--- config.mk ---
export PLATFORM = sky130hd
export DESIGN_NAME = fifo_pop_streamer
export DESIGN_NICKNAME = d
export VERILOG_FILES = /design/src/rtl/fifo_pop_streamer.sv
export SDC_FILE = /design/constraint.sdc
export NUM_CORES = 1
export LEC_CHECK = 0
export ABC_AREA = 1
export ABC_CLOCK_PERIOD_IN_PS = 2500
export BUFFER_PORTS_ARGS = -buffer_cell sky130_fd_sc_hd__buf_2
export CORE_MARGIN = 8
export CORE_UTILIZATION = 39
export DETAILED_ROUTE_END_ITERATION = 10
export MAX_ROUTING_LAYER = met4
export SLEW_MARGIN = 0
export SYNTH_ARGS = -nofsm -noshare
export SYNTH_HDL_FRONTEND = slang
export SYNTH_SLANG_ARGS = --single-unit
--- constraint.sdc ---
create_clock -name clk -period 2.5 [get_ports clk]
set_input_delay 0.125 -clock clk [delete_from_list [all_inputs] [get_ports clk]]
set_output_delay 0.125 -clock clk [all_outputs]
set_load 0.01 [all_outputs]
--- src/rtl/fifo_pop_streamer.sv ---
// Drains a 1-cycle pop-latency FIFO read port into a skid buffer and presents a valid/ready stream (out_valid 2 cycles after the pop).
// Pops stall once buffered plus in-flight words fill the skid, so backpressure never drops a word; FIFO_POP_STREAMER_STATS_EN enables pop_count.
module fifo_pop_streamer #(
   parameter int DATA_WIDTH = 32,
   parameter int SKID_DEPTH = 4
) (
   input  logic                        clk,
   input  logic                        reset,
   input  logic                        enable,
   output logic                        fifo_pop_enable,
   input  logic                        fifo_pop_valid,
   input  logic [DATA_WIDTH-1:0]       fifo_pop_data,
   input  logic                        fifo_pop_empty,
   output logic                        out_valid,
   output logic [DATA_WIDTH-1:0]       out_data,
   input  logic                        out_ready,
   output logic [$clog2(SKID_DEPTH):0] occupancy,
   output logic                        error,
   output logic [31:0]                 pop_count
);
   localparam int PTR_W = $clog2(SKID_DEPTH);
   localparam int OCC_W = PTR_W + 1;
   localparam logic [OCC_W:0] DEPTH = (OCC_W+1)'(SKID_DEPTH);

   logic [DATA_WIDTH-1:0] mem_q [SKID_DEPTH];
   logic [PTR_W-1:0]      wr_ptr_q, wr_ptr_d;
   logic [PTR_W-1:0]      rd_ptr_q, rd_ptr_d;
   logic [OCC_W-1:0]      occ_q, occ_d;
   logic                  in_flight_q, in_flight_d;
   logic                  error_q, error_d;
   logic [OCC_W:0]        pending;
   logic                  capture;
   logic                  dequeue;

   // Issue looks only at registered state, never out_ready, so a same-cycle dequeue is not credited.
   always_comb begin
      pending         = {1'b0, occ_q} + {{OCC_W{1'b0}}, in_flight_q};
      fifo_pop_enable = enable & ~fifo_pop_empty & ~reset & (pending < DEPTH);
   end

   assign out_valid = (occ_q != '0);
   assign out_data  = mem_q[rd_ptr_q];
   assign occupancy = occ_q;
   assign error     = error_q;

   always_comb begin
      capture     = fifo_pop_valid & in_flight_q;
      dequeue     = out_valid & out_ready;
      in_flight_d = fifo_pop_enable;
      wr_ptr_d    = wr_ptr_q;
      rd_ptr_d    = rd_ptr_q;
      occ_d       = occ_q;
      if (capture) begin
         wr_ptr_d = wr_ptr_q + PTR_W'(1);
      end
      if (dequeue) begin
         rd_ptr_d = rd_ptr_q + PTR_W'(1);
      end
      case ({capture, dequeue})
         2'b10:   occ_d = occ_q + OCC_W'(1);
         2'b01:   occ_d = occ_q - OCC_W'(1);
         default: occ_d = occ_q;
      endcase
      // Both a spurious return and a missing return are sticky faults.
      error_d = error_q | (fifo_pop_valid ^ in_flight_q);
   end

   always_ff @(posedge clk) begin
      if (reset) begin
         wr_ptr_q    <= '0;
         rd_ptr_q    <= '0;
         occ_q       <= '0;
         in_flight_q <= 1'b0;
         error_q     <= 1'b0;
      end else begin
         wr_ptr_q    <= wr_ptr_d;
         rd_ptr_q    <= rd_ptr_d;
         occ_q       <= occ_d;
         in_flight_q <= in_flight_d;
         error_q     <= error_d;
      end
   end

   always_ff @(posedge clk) begin
      if (capture) begin
         mem_q[wr_ptr_q] <= fifo_pop_data;
      end
   end

`ifdef FIFO_POP_STREAMER_STATS_EN
   logic [31:0] pop_count_q, pop_count_d;

   always_comb begin
      pop_count_d = pop_count_q;
      if (capture && (pop_count_q != 32'hFFFF_FFFF)) begin
         pop_count_d = pop_count_q + 32'd1;
      end
   end

   always_ff @(posedge clk) begin
      if (reset) begin
         pop_count_q <= '0;
      end else begin
         pop_count_q <= pop_count_d;
      end
   end

   assign pop_count = pop_count_q;
`else
   assign pop_count = 32'd0;
`endif

endmodule

# --- Word level (Yosys, flattened, before mapping) ---
# Memory sizes are Yosys's and may differ from the RTL's. A register that Yosys moved wholly into a read port is not among the register bits.
# Index checks and enable logic that the tools add are counted.
classes:
  n_addsub: 5
  n_lt_le_gt_ge: 1
  n_eq_ne: 2
  mux: 5
  bitwise_logic: 9
  reduce_logical: 2
op_table:
  columns: ["operator", "n"]
  rows:
  - ["$pmux 3 s2", 1]
  - ["$and 1x1->1", 5]
  - ["$add 2x1->2 const B", 2]
  - ["$add 3x1->4", 1]
  - ["$lt 4x3->1 const B", 1]
  - ["$mux 2", 2]
  - ["$add 3x1->3 const B", 1]
  - ["$reduce_bool 3->1", 1]
  - ["$sub 3x1->3 const B", 1]
  - ["$eq 2x1->1 const B", 1]
  - ["$eq 2x2->1 const B", 1]
  - ["$mux 1", 2]
  - ["$not 1->1", 2]
  - ["$reduce_bool 2->1", 1]
  - ["$or 1x1->1", 1]
  - ["$xor 1x1->1", 1]
totals:
  reg_bits: 9
  mem_bits_rw: 128
  in_bits: 38
  output_inout_bits: 70
  elab_cells: 30
  memories: 1
memory_table:
  columns: ["memory", "words", "word_bits", "read_ports", "rd_ports_with_merged_regs", "write_ports", "line_no", "text"]
  rows:
  - ["mem_q", 4, 32, 1, 1, 1, "25", "logic [DATA_WIDTH-1:0] mem_q [SKID_DEPTH];"]

# --- Longest topological paths before layout ---
# Gate-level depths: netlist (run 1).
depth:
  ltp_word: 4
  ltp_mapped: 13

# --- Worst setup path after synthesis (run 1) ---
# OpenSTA, ideal clock, no wires.
synth_path:
  kind: "flip-flop to flip-flop"
  from: "reg occ_q[0] (netlist: occupancy[0])"
  to: "reg occ_q[2] (netlist: occupancy[2])"
  arrival_ps: 1628
  required_ps: 2387
  path_slack_ps: 759
  path_stages_with_launch: 14
  path_cell_list: "dfxtp_1 inv_1 nand2_2 nand2_1 inv_1 ha_1 inv_1 fa_1 inv_1 nand2_1 nand3_1 nand2_1 nand2_1 nor2_1"
synth_via:
  elab_chain_len: 4
  elab_cells_between_ends: 8
synth_lines:
  columns: ["element", "line_no", "text"]
  rows:
  - ["start: declaration", "28", "logic [OCC_W-1:0] occ_q, occ_d;"]
  - ["start signal: assignment", "72", "occ_q <= '0;"]
  - ["start signal: assignment", "78", "occ_q <= occ_d;"]
  - ["$reduce_bool 3->1 *", "41", "assign out_valid = (occ_q != '0);"]
  - ["named net out_valid", "14", "output logic out_valid,"]
  - ["$and 1x1->1 *", "48", "dequeue = out_valid & out_ready;"]
  - ["named net dequeue", "33", "logic dequeue;"]
  - ["$eq 2x1->1 or $eq 2x2->1 (tied branches)", "59", "case ({capture, dequeue})"]
  - ["$pmux 3 s2 or $reduce_bool 2->1 (tied branches)", null, null]
# Mark *: on every way through the listed nets, which the timed path passes. The rest lies on a longest branch.
# A chain may end at the register's enable or synchronous reset.

==> results.yml, run 1 <==
outcome:
  status: "completed"
cells_and_area:
  drive_gt1_share_pct: 22.3
  nFillCells: 1242
  diodes: 0
  final_nets: 581
  seqCellArea_mm2: 0.00407
  final_cell_area_mm2: 0.00687
  areaGrowthSynthToFinish_pct: 23.3
  multi_input_area_mm2: 0.00115
detailed_routing:
  viasPerCell: 4.85
  dr.pass1.iters: 5
  via_count: 3529
  antenna_left: 0
  drc_errors: 0
  drtIter0Drc: 173
  wl_mm: 11.8
  wl_per_cell_um: 16.3
synthesis:
  ys_ff_latch: 139
  synthTopCellsByArea: "edfxtp_1 69%, nor2_1 4.9%, buf_4 4.7%"
  syn_area_mm2: 0.00557
  syn_area_per_cell_um2: 13.4
  yosysTopAreaCell: "edfxtp_1"
  yosysMostFrequentCell: "edfxtp_1"
  synth_warnings: 0
  synth_flop_cell: "edfxtp_1"
  yosys.cell_types.count: 21
  synth_top_cell_area_share_pct: 69.0
  synthArstFlopShare_pct: 0
  synthCells: 416
  yosysSeqAreaShare_pct: 73.0
  netlist_top_cells_count: "128 x edfxtp_1, 73 x nor2_1, 40 x o21ai_0"
  synth-edff-count: 128
placement:
  placed_area_mm2: 0.00599
  hpwl_mm: 7.43
  portBuffers: 75
  routabilityCongestion: 0.759
grt:
  antenna_found_initial: 0
  grt_pass1_wl_mm: 18.5
  gr-total-overflow: 0
  grt_pass1_vias: 3556
  grt_start_max_net_pins: 65
  grt_use_total_pct: 13.8
timing:
  max_slew_margin_pct: 55.3
  period_needed_ps: 2230
  finalCritPeriodShare_pct: 89.4
  fmax_mhz: 448
  slew_violations: 0
  fin_setup_tns_ps: 0
  finClkSkew_ps: 5.50
  rsz0062_at_grt: "no"
  setup_violations: 0
  worst_slew_pin_slew_ps: 670
  finalHoldViolCount: 0
floorplanning:
  fp.dieArea_mm2: 0.0184
  chipHeight_um: 136
  rows: 43
  start_util_pct: 40.0
  die_w_um: 136
  core_area_mm2: 0.0139
  io_pins: 108
pwr:
  clkPwrFrac_pct: 38.4
  power_frac_seq_pct: 45.6
  power.net_switching_mw: 1.55
  peakVddDrop_uv: 432
  power_density_mw_per_mm2: 848
  internal_power_mw: 4.27
  combPwrFrac_pct: 16.0
  p_leak_nw: 2.57
  switching_share_pct: 26.7
clock_tree:
  cts_tree: "built"
  cts_made_buffers: 17
  clk-insertion-delay-late_ps: 410
  cts_htree_levels: 4
  cts_setup_buffers: 0
  clk_pin_slew_ps: 50
  clock_path_buffers: 2
  root_buffer: "clkbuf_16"
  cts_sinks: 139
setup_path:
  critPathArrivalTime_ps: 2110
  crit_required_ps: 2380
  crit_type: "flip-flop to primary output"
  crit_fanout: 31
  end_kind: "primary output"
  setup.worst_path.start_class: "flip-flop"
flow_run:
  cap_violations: 0
worst_hold_path:
  hold_path_class: "input port to flip-flop"
## metal layers
metal | part of all wire [%] | wire, um | track usage, %
met5 | 0 | 0 | -
met1 | 45 | 5300 | 16.3
met3 | 6.7 | 796 | 4.60
met2 | 47 | 5570 | 21.4
met4 | 1.4 | 166 | 5.43
## power by group through the flow
stage	clock network, mW	logic (mW)	registers, mW
6_report	2.23	0.934	2.65
5_1_grt	2.39	1.05	2.66
2_1_floorplan	0	0.687	2.66
4_1_cts	2.29	0.950	2.65
3_5_place_dp	0	0.905	2.70
3_3_place_gp	0	0.888	2.70
## final timing paths
kind                                endpoint  cells past startpoint  slack [ps]          from
worst max-delay path            out_data[27]                      4         270     flip-flop
worst min-delay path             rd_ptr_q[1]                      3          40     out_ready
worst max register to register  occupancy[2]                     13         680  occupancy[0]
worst min register to register         error                      2         480         error
## state kept, by name, summed over array words and instances, names as in the netlist, named ones only
| register | flops |
|---|---|
| error | 1 |
| in_flight_q | 1 |
| mem_q | 128 |
| occupancy | 3 |
| rd_ptr_q | 2 |
| wr_ptr_q | 2 |
## metrics by stage
stage | std cells | utilization (%) | total power, mW | hold slack [ps] | setup WS (ps)
after floorplan | 447 | - | 3.35 | 197 | 759
after global placement | 662 | 43.0 | 3.59 | 338 | 763
after detailed placement | 662 | 43.0 | 3.61 | 343 | 681
after CTS | 727 | 49.3 | 5.90 | 21.1 | 230
after global routing | 727 | 49.3 | 6.11 | 21.5 | 104
final | 727 | 49.3 | 5.82 | 38.1 | 266
## critical path, cell delays in order, from the launching register on
cell	delay (ps)
dfxtp_2	760
buf_4	350
o21ai_0	120
o22ai_1	260
buf_2	190
## cell type report
| cell class | count | share of cell area (%) |
|---|---|---|
| well taps | 180 | 3.28 |
| inverters | 19 | 1.15 |
| clock inverters | 13 | 1.55 |
| flip-flops and latches | 139 | 59.2 |
| repair buffers | 121 | 12.0 |
| clock buffers | 17 | 6.19 |
| multi-input cells | 238 | 16.7 |
## logic make-up after synthesis
logic type / count (synthesis) / synth area share [%]
AOI/OAI and AO/OA: 107 / 10.4
buffers and inverters: 70 / 8.56
DFF: 139 / 73.0
and+or+nand+nor: 92 / 6.33
other: 1 / 0.0673
adders and majority gates: 7 / 1.71
## cell usage in the layout, fill, tap and decap left out, types with 14 or more instances in the layout
cell type,count
nor2_1,73
o21ai_1,28
o21ai_0,40
clkbuf_16,17
nand2_1,14
dlygate4sd3_1,35
conb_1,32
buf_2,75
edfxtp_1,128
o22ai_1,32
## repair_timing
item / in CTS / in global routing
setup endpoints to repair: 0 / 0
hold buffers: 35 / 0
hold endpoints to repair: 132 / 0
gates resized for setup: 0 / 0
No activity file was read; power rests on OpenSTA's default activity.
==> run 2, diff against run 1 <==
--- a/config.mk
+++ b/config.mk
@@ -7,7 +7,7 @@
 export LEC_CHECK = 0
 export ABC_AREA = 1
 export ABC_CLOCK_PERIOD_IN_PS = 2500
-export BUFFER_PORTS_ARGS = -buffer_cell sky130_fd_sc_hd__buf_2
+export BUFFER_PORTS_ARGS = -buffer_cell sky130_fd_sc_hd__buf_4
 export CORE_MARGIN = 8
 export CORE_UTILIZATION = 39
 export DETAILED_ROUTE_END_ITERATION = 10
==> run 2 against run 1 <==
Critical endpoint is now out_data[8]. Critical path type unchanged. Die area is the same. Flip-flop and latch count did not move. Wire length fell by 0.29%.
==> results.yml, run 2 (same netlist as run 1, synthesis figures left out) <==
timing:
  period_needed_ps: 2190
  finalHoldViolCount: 0
  worst_slew_pin_slew_ps: 672
  finalCritPeriodShare_pct: 87.6
  fin_setup_tns_ps: 0
  rsz0062_at_grt: "no"
  slew_violations: 0
  fmax_mhz: 457
  setup_ws_ps: 311
  max_slew_margin_pct: 55.1
  finClkSkew_ps: 4.16
  setup_violations: 0
clock_tree:
  root_buffer: "clkbuf_16"
  clk_pin_slew_ps: 60
  clock_path_buffers: 2
  cts_tree: "built"
  cts-resized-gates: 0
  clk-insertion-delay-late_ps: 410
  cts_made_buffers: 17
  cts_sinks: 139
  cts_htree_levels: 4
floorplanning:
  chipHeight_um: 136
  fp.dieArea_mm2: 0.0184
  core_area_mm2: 0.0139
  die_w_um: 136
  rows: 43
  io_pins: 108
  start_util_pct: 40.0
cells_and_area:
  drive_gt1_share_pct: 22.1
  regMostFlops: "mem_q"
  layout_common_cells: "128 x edfxtp_1, 83 x buf_4, 73 x nor2_1, 40 x o21ai_0, 35 x dlygate4sd3_1"
  areaGrowthSynthToFinish_pct: 29.0
  final_common_cell: "edfxtp_1"
  largest_reg_flops: 128
  post-route-util_pct: 51.6
  final_nets: 580
  diodes: 0
grt:
  grt_use_total_pct: 13.9
  antenna_found_initial: 0
  grt_start_max_net_pins: 65
  grt_pass1_vias: 3532
  grt_pass1_wl_mm: 18.5
  gr-total-overflow: 0
setup_path:
  crit_required_ps: 2380
  crit_type: "flip-flop to primary output"
  setup.worst_path.start_class: "flip-flop"
  reg2reg_to: "occupancy[2]"
  end_kind: "primary output"
  r2r_setup_slack_ps: 700
  reg2reg_from: "occupancy[0]"
  critPathArrivalTime_ps: 2060
  r2r_cells: 13
  crit_fanout: 30
detailed_routing:
  drtIter0Drc: 213
  antenna_left: 0
  wl_mm: 11.8
  via_count: 3481
  dr.pass1.iters: 4
  wl_per_cell_um: 16.2
  drc_errors: 0
  viasPerCell: 4.78
flow_run:
  cap_violations: 0
placement:
  routabilityCongestion: 0.762
  hpwl_mm: 7.15
  place_ws_ps: 697
  portBuffers: 75
worst_hold_path:
  min-delay-start: "fifo_pop_valid"
  hold_path_class: "input port to flip-flop"
  min_delay_worst_endpoint: "error"
  hold_path_depth: 4
pwr:
  p_leak_nw: 2.68
  power_density_mw_per_mm2: 899
  peakVddDrop_uv: 431
outcome:
  status: "completed"
run 2: how the worst max path moves through the flow:
| stage | startpoint | depth (start not counted) | endpoint | slack [ps] |
|---|---|---|---|---|
| 5_1_grt | flip-flop | 4 | out_data[8] | 140 |
| 2_1_floorplan | occupancy[0] | 13 | occupancy[2] | 760 |
| 6_report | flip-flop | 4 | out_data[8] | 310 |
| 3_3_place_gp | flip-flop | 4 | out_data[8] | 760 |
| 3_5_place_dp | flip-flop | 4 | out_data[8] | 700 |
| 4_1_cts | flip-flop | 4 | out_data[8] | 270 |
run 2: per-stage QoR:
step | power (mW) | cells | area, um2 | hold slack [ps]
2_1_floorplan | 3.35 | 447 | 5690 | 197
3_3_place_gp | 3.70 | 661 | 6180 | 325
3_5_place_dp | 3.72 | 661 | 6180 | 327
4_1_cts | 6.52 | 728 | 7180 | 25.7
5_1_grt | 6.75 | 728 | 7180 | 42.2
6_report | 6.46 | 728 | 7180 | 40.9
run 2: per-layer routing:
metal	wire length (um)	global-route usage (%)	part of all wire, %	vias up
li1	-	-	-	1677
met1	5120	16.5	43	1673
met2	5680	21.7	48	118
met3	831	4.56	7.0	13
met4	158	5.06	1.3	0
met5	0	-	0	-
run 2: cell type report:
cell class	count	area (um2)
fillers	1190	6750
flip-flops and latches	139	4070
multi-input cells	238	1150
repair buffers	120	1010
clock buffers	19	433
well taps	180	225
clock inverters	13	223
inverters	19	78.8
run 2: power by group:
group	internal [mW]	switching, mW	leakage [nW]	total, mW
clock network	1.86	0.899	0.304	2.76
logic	0.447	0.599	1.13	1.05
registers	2.58	0.0711	1.24	2.65
run 2: repair_timing:
action,CTS,global route
hold endpoints to repair,132,0
hold buffers,35,0
setup buffers,0,0
run 2: critical path, stage by stage, from the launching register on:
cell and delay, ps:
dfxtp_2 740, buf_4 370, o21ai_0 140, o22ai_1 230
buf_4 170
